===== src/rtl/uart_tx_control.sv =====
// UART transmit control: one-entry holding register feeding an
// LSB-first serialiser that emits start, data, optional parity and stop bits.
//
// Ports:
//   CLK      system clock, all state updates on the rising edge
//   RST_N    asynchronous active-low reset
//   TXC      bit-period strobe, one CLK cycle wide per bit time
//   TXDATA   word to transmit, sampled when a write is accepted
//   TXWR     write strobe, accepted only while TXRDY=1
//   TXRDY    holding register empty
//   TXEMPTY  holding register empty and serialiser idle (registered)
//   TXD      serial line, registered, idles high
module uart_tx_control #(
    parameter int SIZE       = 8,
    parameter int PARITY_EN  = 0,
    parameter int PARITY_ODD = 0,
    parameter int STOP_BITS  = 1
) (
    input  logic            CLK,
    input  logic            RST_N,
    input  logic            TXC,
    input  logic [SIZE-1:0] TXDATA,
    input  logic            TXWR,
    output logic            TXRDY,
    output logic            TXEMPTY,
    output logic            TXD
);

    localparam int BW = $clog2(SIZE + 1);
    localparam logic [BW-1:0] LAST = BW'(SIZE - 1);

    typedef enum logic [2:0] {
        IDLE,
        START,
        DATA,
        PARITY,
        STOP
    } state_t;

    state_t          state;
    logic [SIZE-1:0] hold;
    logic [SIZE-1:0] shift;
    logic            hold_full;
    logic            par;
    logic            stop_cnt;
    logic [BW-1:0]   bit_cnt;
    logic            wr_ok;

    // A write arriving while the holding register is full is dropped.
    assign wr_ok = TXWR & ~hold_full;
    assign TXRDY = ~hold_full;

    always_ff @(posedge CLK or negedge RST_N) begin
        if (!RST_N) begin
            state     <= IDLE;
            hold      <= '0;
            shift     <= '0;
            hold_full <= 1'b0;
            par       <= 1'b0;
            stop_cnt  <= 1'b0;
            bit_cnt   <= '0;
            TXD       <= 1'b1;
            TXEMPTY   <= 1'b1;
        end else begin
            if (wr_ok) begin
                hold      <= TXDATA;
                hold_full <= 1'b1;
            end
            TXEMPTY <= (state == IDLE) & ~hold_full;

            // A load from holding only happens when it is full, so it can
            // never collide with an accepted write in the same cycle.
            if (TXC) begin
                unique case (state)
                    IDLE: begin
                        if (hold_full) begin
                            shift     <= hold;
                            hold_full <= 1'b0;
                            par       <= 1'b0;
                            TXD       <= 1'b0;
                            state     <= START;
                        end else begin
                            TXD <= 1'b1;
                        end
                    end
                    START: begin
                        bit_cnt <= '0;
                        TXD     <= shift[0];
                        state   <= DATA;
                    end
                    DATA: begin
                        shift   <= shift >> 1;
                        par     <= par ^ shift[0];
                        bit_cnt <= bit_cnt + 1'b1;
                        if (bit_cnt == LAST) begin
                            if (PARITY_EN != 0) begin
                                TXD   <= par ^ shift[0] ^ (PARITY_ODD != 0);
                                state <= PARITY;
                            end else begin
                                TXD      <= 1'b1;
                                stop_cnt <= 1'b0;
                                state    <= STOP;
                            end
                        end else begin
                            TXD <= shift[1];
                        end
                    end
                    PARITY: begin
                        TXD      <= 1'b1;
                        stop_cnt <= 1'b0;
                        state    <= STOP;
                    end
                    STOP: begin
                        if (STOP_BITS == 2 && !stop_cnt) begin
                            stop_cnt <= 1'b1;
                        end else if (hold_full) begin
                            // Queued word starts with no idle bit between.
                            shift     <= hold;
                            hold_full <= 1'b0;
                            par       <= 1'b0;
                            TXD       <= 1'b0;
                            state     <= START;
                        end else begin
                            TXD   <= 1'b1;
                            state <= IDLE;
                        end
                    end
                    default: begin
                        TXD   <= 1'b1;
                        state <= IDLE;
                    end
                endcase
            end
        end
    end

endmodule


===== config.mk =====
export PLATFORM = sky130hd
export DESIGN_NAME = uart_tx_control
export DESIGN_NICKNAME = d
export VERILOG_FILES = /design/src/rtl/uart_tx_control.sv
export SDC_FILE = /design/constraint.sdc
export NUM_CORES = 1
export LEC_CHECK = 0
export ABC_AREA = 1
export ABC_CLOCK_PERIOD_IN_PS = 1400
export BUFFER_PORTS_ARGS = -buffer_cell sky130_fd_sc_hd__buf_4
export CAP_MARGIN = 20
export CORE_ASPECT_RATIO = 1.2
export CORE_MARGIN = 2
export CORE_UTILIZATION = 55
export DETAILED_ROUTE_END_ITERATION = 10
export PLACE_DENSITY = 0.86
export RECOVER_POWER = 50
export SYNTH_ARGS = -nofsm -noshare
export SYNTH_HDL_FRONTEND = slang
export SYNTH_SLANG_ARGS = --single-unit
export TNS_END_PERCENT = 50

===== constraint.sdc =====
create_clock -name CLK -period 1.4 [get_ports CLK]
set_input_delay 0.28 -clock CLK [delete_from_list [all_inputs] [get_ports CLK]]
set_output_delay 0.28 -clock CLK [all_outputs]
set_load 0.01 [all_outputs]

Word level (Yosys, flattened, before mapping)

Index checks and enable logic that the tools add are counted.
W data, S select, Z words.

Input port bits: 12
Output and inout bits: 3
Word-level logic and storage cells: 40
Register bits: 26

Reductions and logical operators: 7
Add/subtract/negate cells: 1
Mux-type cells: 14
Equal/unequal tests: 8
Bitwise operators: 3

Operator list:

| operator              | number |
|---|---|
| $pmux W8 S2           | 1 |
| $pmux W3 S5           | 1 |
| $mux W8               | 1 |
| $pmux W4 S2           | 1 |
| $mux W1               | 7 |
| $eq A3 B2 Y1 const B  | 2 |
| $mux W3               | 2 |
| $reduce_and A3 Y1     | 2 |
| $add A4 B1 Y4 const B | 1 |
| $eq A4 B3 Y1 const B  | 1 |
| $ne A2 B2 Y1 const B  | 2 |
| $reduce_bool A2 Y1    | 2 |
| $eq A3 B1 Y1 const B  | 1 |
| $eq A3 B3 Y1 const B  | 1 |
| $logic_not A3 Y1      | 1 |
| $pmux W1 S3           | 1 |
| $and A1 B1 Y1         | 2 |
| $ne A2 B1 Y1 const B  | 1 |
| $reduce_and A2 Y1     | 1 |
| $reduce_or A2 Y1      | 1 |
| $not A1 Y1            | 1 |

Depth between registers and ports, before layout

Word-level depth: 6
Depth in mapped cells: 8
Gate-level depth less buffers: 8

Worst setup path before layout

OpenSTA, ideal clock, no wires.

Path kind: register -> register
From: register state[0]
To: register shift[1]
Required time: 1.274 ns
Slack: 0.178 ns
Data arrival time: 1.096 ns
Path buffers: 1
Stages on the path, launching flop included: 6
Clock period less this slack: 1.222 ns
Library setup time: 0.126 ns
Cells stage by stage: dfrtp_1 -> nor2_4 -> nand2_2 -> a21oi_4 -> buf_6 -> o21ai_0

Longest elaborated chain between the ends: 4
Elaborated cells on any way between the ends: 8
Those cells by class: eq/ne (3); mux (1); reduce/logical (4)

RTL lines:

| item                                                                | line | text |
|---|---|---|
| start: declaration                                                  | 40   | `state_t state;` |
| start signal: assignment                                            | 55   | `state <= IDLE;` |
| start signal: assignment                                            | 81   | `state <= START;` |
| start signal: assignment                                            | 89   | `state <= DATA;` |
| $eq A3 B3 Y1 or $logic_not A3 Y1 (tied branches)                    | 74   | `unique case (state)` |
| $reduce_or A2 Y1 (no source line)                                   | -    |  |
| $ne A2 B1 Y1 (no source line) or $reduce_bool A2 Y1 (tied branches) | -    |  |
| $reduce_and A3 Y1 (no source line)                                  | -    |  |
| end signal: assignment                                              | 77   | `shift <= hold;` |
| end signal: assignment                                              | 92   | `shift <= shift >> 1;` |
| end signal: assignment                                              | 118  | `shift <= hold;` |
| end: declaration                                                    | 42   | `logic [SIZE-1:0] shift;` |

Parallel ways exist; a longest one is shown, timed or not.
A chain may end at the register's enable or synchronous reset.

Worst setup path in the final report

From: register bit_cnt[0]
To: register state[0]

Longest elaborated chain between the ends: 3

RTL lines:

| item                               | line | text |
|---|---|---|
| start: declaration                 | 46   | `logic [BW-1:0] bit_cnt;` |
| start signal: assignment           | 94   | `bit_cnt <= bit_cnt + 1'b1;` |
| $eq A4 B3 Y1                       | 95   | `if (bit_cnt == LAST) begin` |
| $ne A2 B2 Y1 (no source line)      | -    |  |
| $reduce_and A3 Y1 (no source line) | -    |  |
| end signal: assignment             | 98   | `state <= PARITY;` |
| end signal: assignment             | 102  | `state <= STOP;` |
| end signal: assignment             | 111  | `state <= STOP;` |

No other way between the ends.

==> impl_results.md <==
- Fillers: 169
- Worst hold path class: input port to flop
- Syn_nets: 148
- First-pass GRT wire length: 3.56 mm
- Num ports: 15
- Commonest non-fill, non-tap cell in the layout: nand2_1
- Distinct cells, synth: 19
- Final worst-path cycle share: 93.7%
- Num CTS Buffers: 3
- Die width: 47.0 um
- Most frequent cells in the layout: 37 x nand2_1, 24 x dfrtp_1, 19 x o21ai_0, 17 x inv_1, 17 x buf_4
- Post-Place Cells: 178
- Fraction of layout cells with a size suffix above 1: 26.1%
- Htree depth: 1
- Setup crit end kind: flop
- Worst skew pair latency: 330 ps
- GRT Overall Usage: 18.6%
- Die H: 55.5 um
- Cells after synthesis: 135
- Worst-path clk slew: 140 ps
- Row count: 18
- Final HPWL DP: 1.58 mm
- DRT Pass-1 Iters: 4
- Yosys reg bits: 26
- Leak pwr: 0.705 nW
- Initial core utilization: 58.8%
- Sink Count: 26
- Initial antenna violation count: 0
- Vias per cell: 5.42
- DR DRC count: 0
- Final Setup Violations: 0
- Largest net degree at the start of global routing: 27
- N_diodes: 0
- Max_cap viols: 0
- Worst slew margin: 58.5%
- Clk_skew: 3.94 ps
- Layout overhead on the synthesized area: 18.4%
- Arrival time worst endpoint: 1550 ps
- F_max: 0.762 GHz
- Vias in the first global route: 872
- CTS root buf: clkbuf_4
- Synth Area per Inst: 9.02 um2
- Post-route cell area: 1440 um2
- Minimum clock period: 1310 ps
- Setup CP Type: flop to flop
- Yosys warns: 0
- Vias: 1014
- Pwr dens: 2030 nW/um2
- Clock tree buffer depth: 2
- Worst-path fanout max: 3
- Core area: 2070 um2
- GRT overflow: 0
- Initial DRC Count: 15
- Die ar.: 2610 um2
- Port Buf Inserts: 14
- Max Slew Vio Count: 0
- GPL Wtd Cong: 0.828
- Hold Vio Cnt, Final: 0
- Final hold slack: 168 ps
- Final net count: 171
- Finished Layout Cells: 187
- Post-Synthesis Cell Area: 1220 um2
- Post-route ant nets: 0
- Post-Route WL: 2.31 mm
- Worst-margin pin slew: 623 ps
- Area after DPL: 1350 um2
- Status: finished, final reports clean
- CTS tree: built
- Finished Core Util: 69.6%
- Sequential share of the synthesized area: 53.6%
- RSZ-0062 raised after global routing: true
- Critical Path Start Type: flop
- Worst EP required: 1640 ps
- Tot Pwr: 2.92 mW
- Peak supply drop: 0.00123 V
- Wire per inst: 12.3 um
## worst max-delay path, stage by stage (launching register included)
cell and delay (ps):
dfrtp_1 400, ha_2 200, nand2_2 80, nor2_4 120, nor2_2 60, nor2_2 150
nand2_1 90, nand2_1 70, nand2_1 50
## final cells by class
| cell class | instances | area [um2] | share of cell area, % |
|---|---|---|---|
| Clock buffer | 4 | 26.3 | 1.82 |
| Tap cell | 30 | 37.5 | 2.60 |
| Multi-Input combinational cell | 91 | 518 | 35.9 |
| Inverter | 17 | 63.8 | 4.43 |
| Sequential cell | 26 | 653 | 45.3 |
| Timing Repair Buffer | 19 | 143 | 9.90 |
## cell usage after synthesis
cell / instances / share of area, %
nand3_2: 1 / 0.82
o31ai_1: 1 / 0.62
inv_1: 17 / 5.2
mux2_2: 8 / 7.4
nand3b_1: 1 / 0.62
o21ai_0: 19 / 7.8
dfrtp_1: 24 / 49
a21oi_4: 1 / 1.3
nand3_1: 11 / 4.5
nor2_1: 5 / 1.5
ha_1: 1 / 1.0
nor3_1: 1 / 0.41
nand2_2: 1 / 0.51
buf_2: 1 / 0.41
dfstp_2: 2 / 4.3
nor2_4: 1 / 0.92
buf_6: 1 / 0.92
nand2_1: 38 / 12
nand4_1: 1 / 0.51
## where the power goes
| part | switching (mW) | internal [mW] |
|---|---|---|
| clock network | 0.224 | 0.112 |
| logic | 0.754 | 0.549 |
| registers | 0.198 | 1.09 |
| total | 1.18 | 1.75 |
## cells by family (layout without fill, tap and decap cells)
logic type	after synthesis	count (layout)	share of synthesized area [%]
adder cells (fa/ha/maj)	1	1	1.03
AND/OR/NAND/NOR	60	60	21.6
buffers and inverters	19	40	6.58
multiplexers	8	8	7.40
flip-flops	26	26	53.6
AO/OA/AOI/OAI	21	22	9.76
## layer usage
layer / track usage [%] / routed length [um]
met5: 0 / 0
met4: 10.3 / 67
met3: 2.61 / 88
met2: 29.2 / 1190
met1: 23.7 / 957
## what timing repair did
action                                  CTS  global route
endpoints found under the setup margin    2             6
cloned                                    0             1
resized for setup                         0             7
hold buffers                              1             0
pin swaps                                 0             5
hold endpoints to repair                 24             0
buffers inserted                          2             1
## flip-flops by register name (all words and copies together) (netlist names)
| name | cells |
|---|---|
| bit_cnt | 4 |
| shift | 8 |
| state | 3 |
| hold_full | 1 |
| hold | 8 |
| TXD | 1 |
| TXEMPTY | 1 |
## per-stage QoR
step                      setup slack, ps  setup TNS, ps
after floorplan                       178              0
final                                87.7              0
after detailed placement            -23.4          -39.1
after CTS                            22.8              0
after global placement               31.0              0
after global routing                -7.16          -11.2
## worst paths after layout
kind / to / cells past startpoint / from / slack (ps)
setup / recovery: state[0]$_DFFE_PN0P_ / 8 / bit_cnt[0]$_DFFE_PN0P_ / 90
hold / removal: hold[2]$_DFFE_PN0P_ / 2 / TXDATA[2] / 170
setup reg to reg: state[0]$_DFFE_PN0P_ / 8 / bit_cnt[0]$_DFFE_PN0P_ / 90
hold reg to reg: TXD$_DFFE_PN1P_ / 2 / TXD$_DFFE_PN1P_ / 490
max in group asynchronous: state[0]$_DFFE_PN0P_ / 2 / RST_N / 520
min in group asynchronous: bit_cnt[2]$_DFFE_PN0P_ / 2 / RST_N / 480
Note: power is estimated with default switching activity, not from simulation.
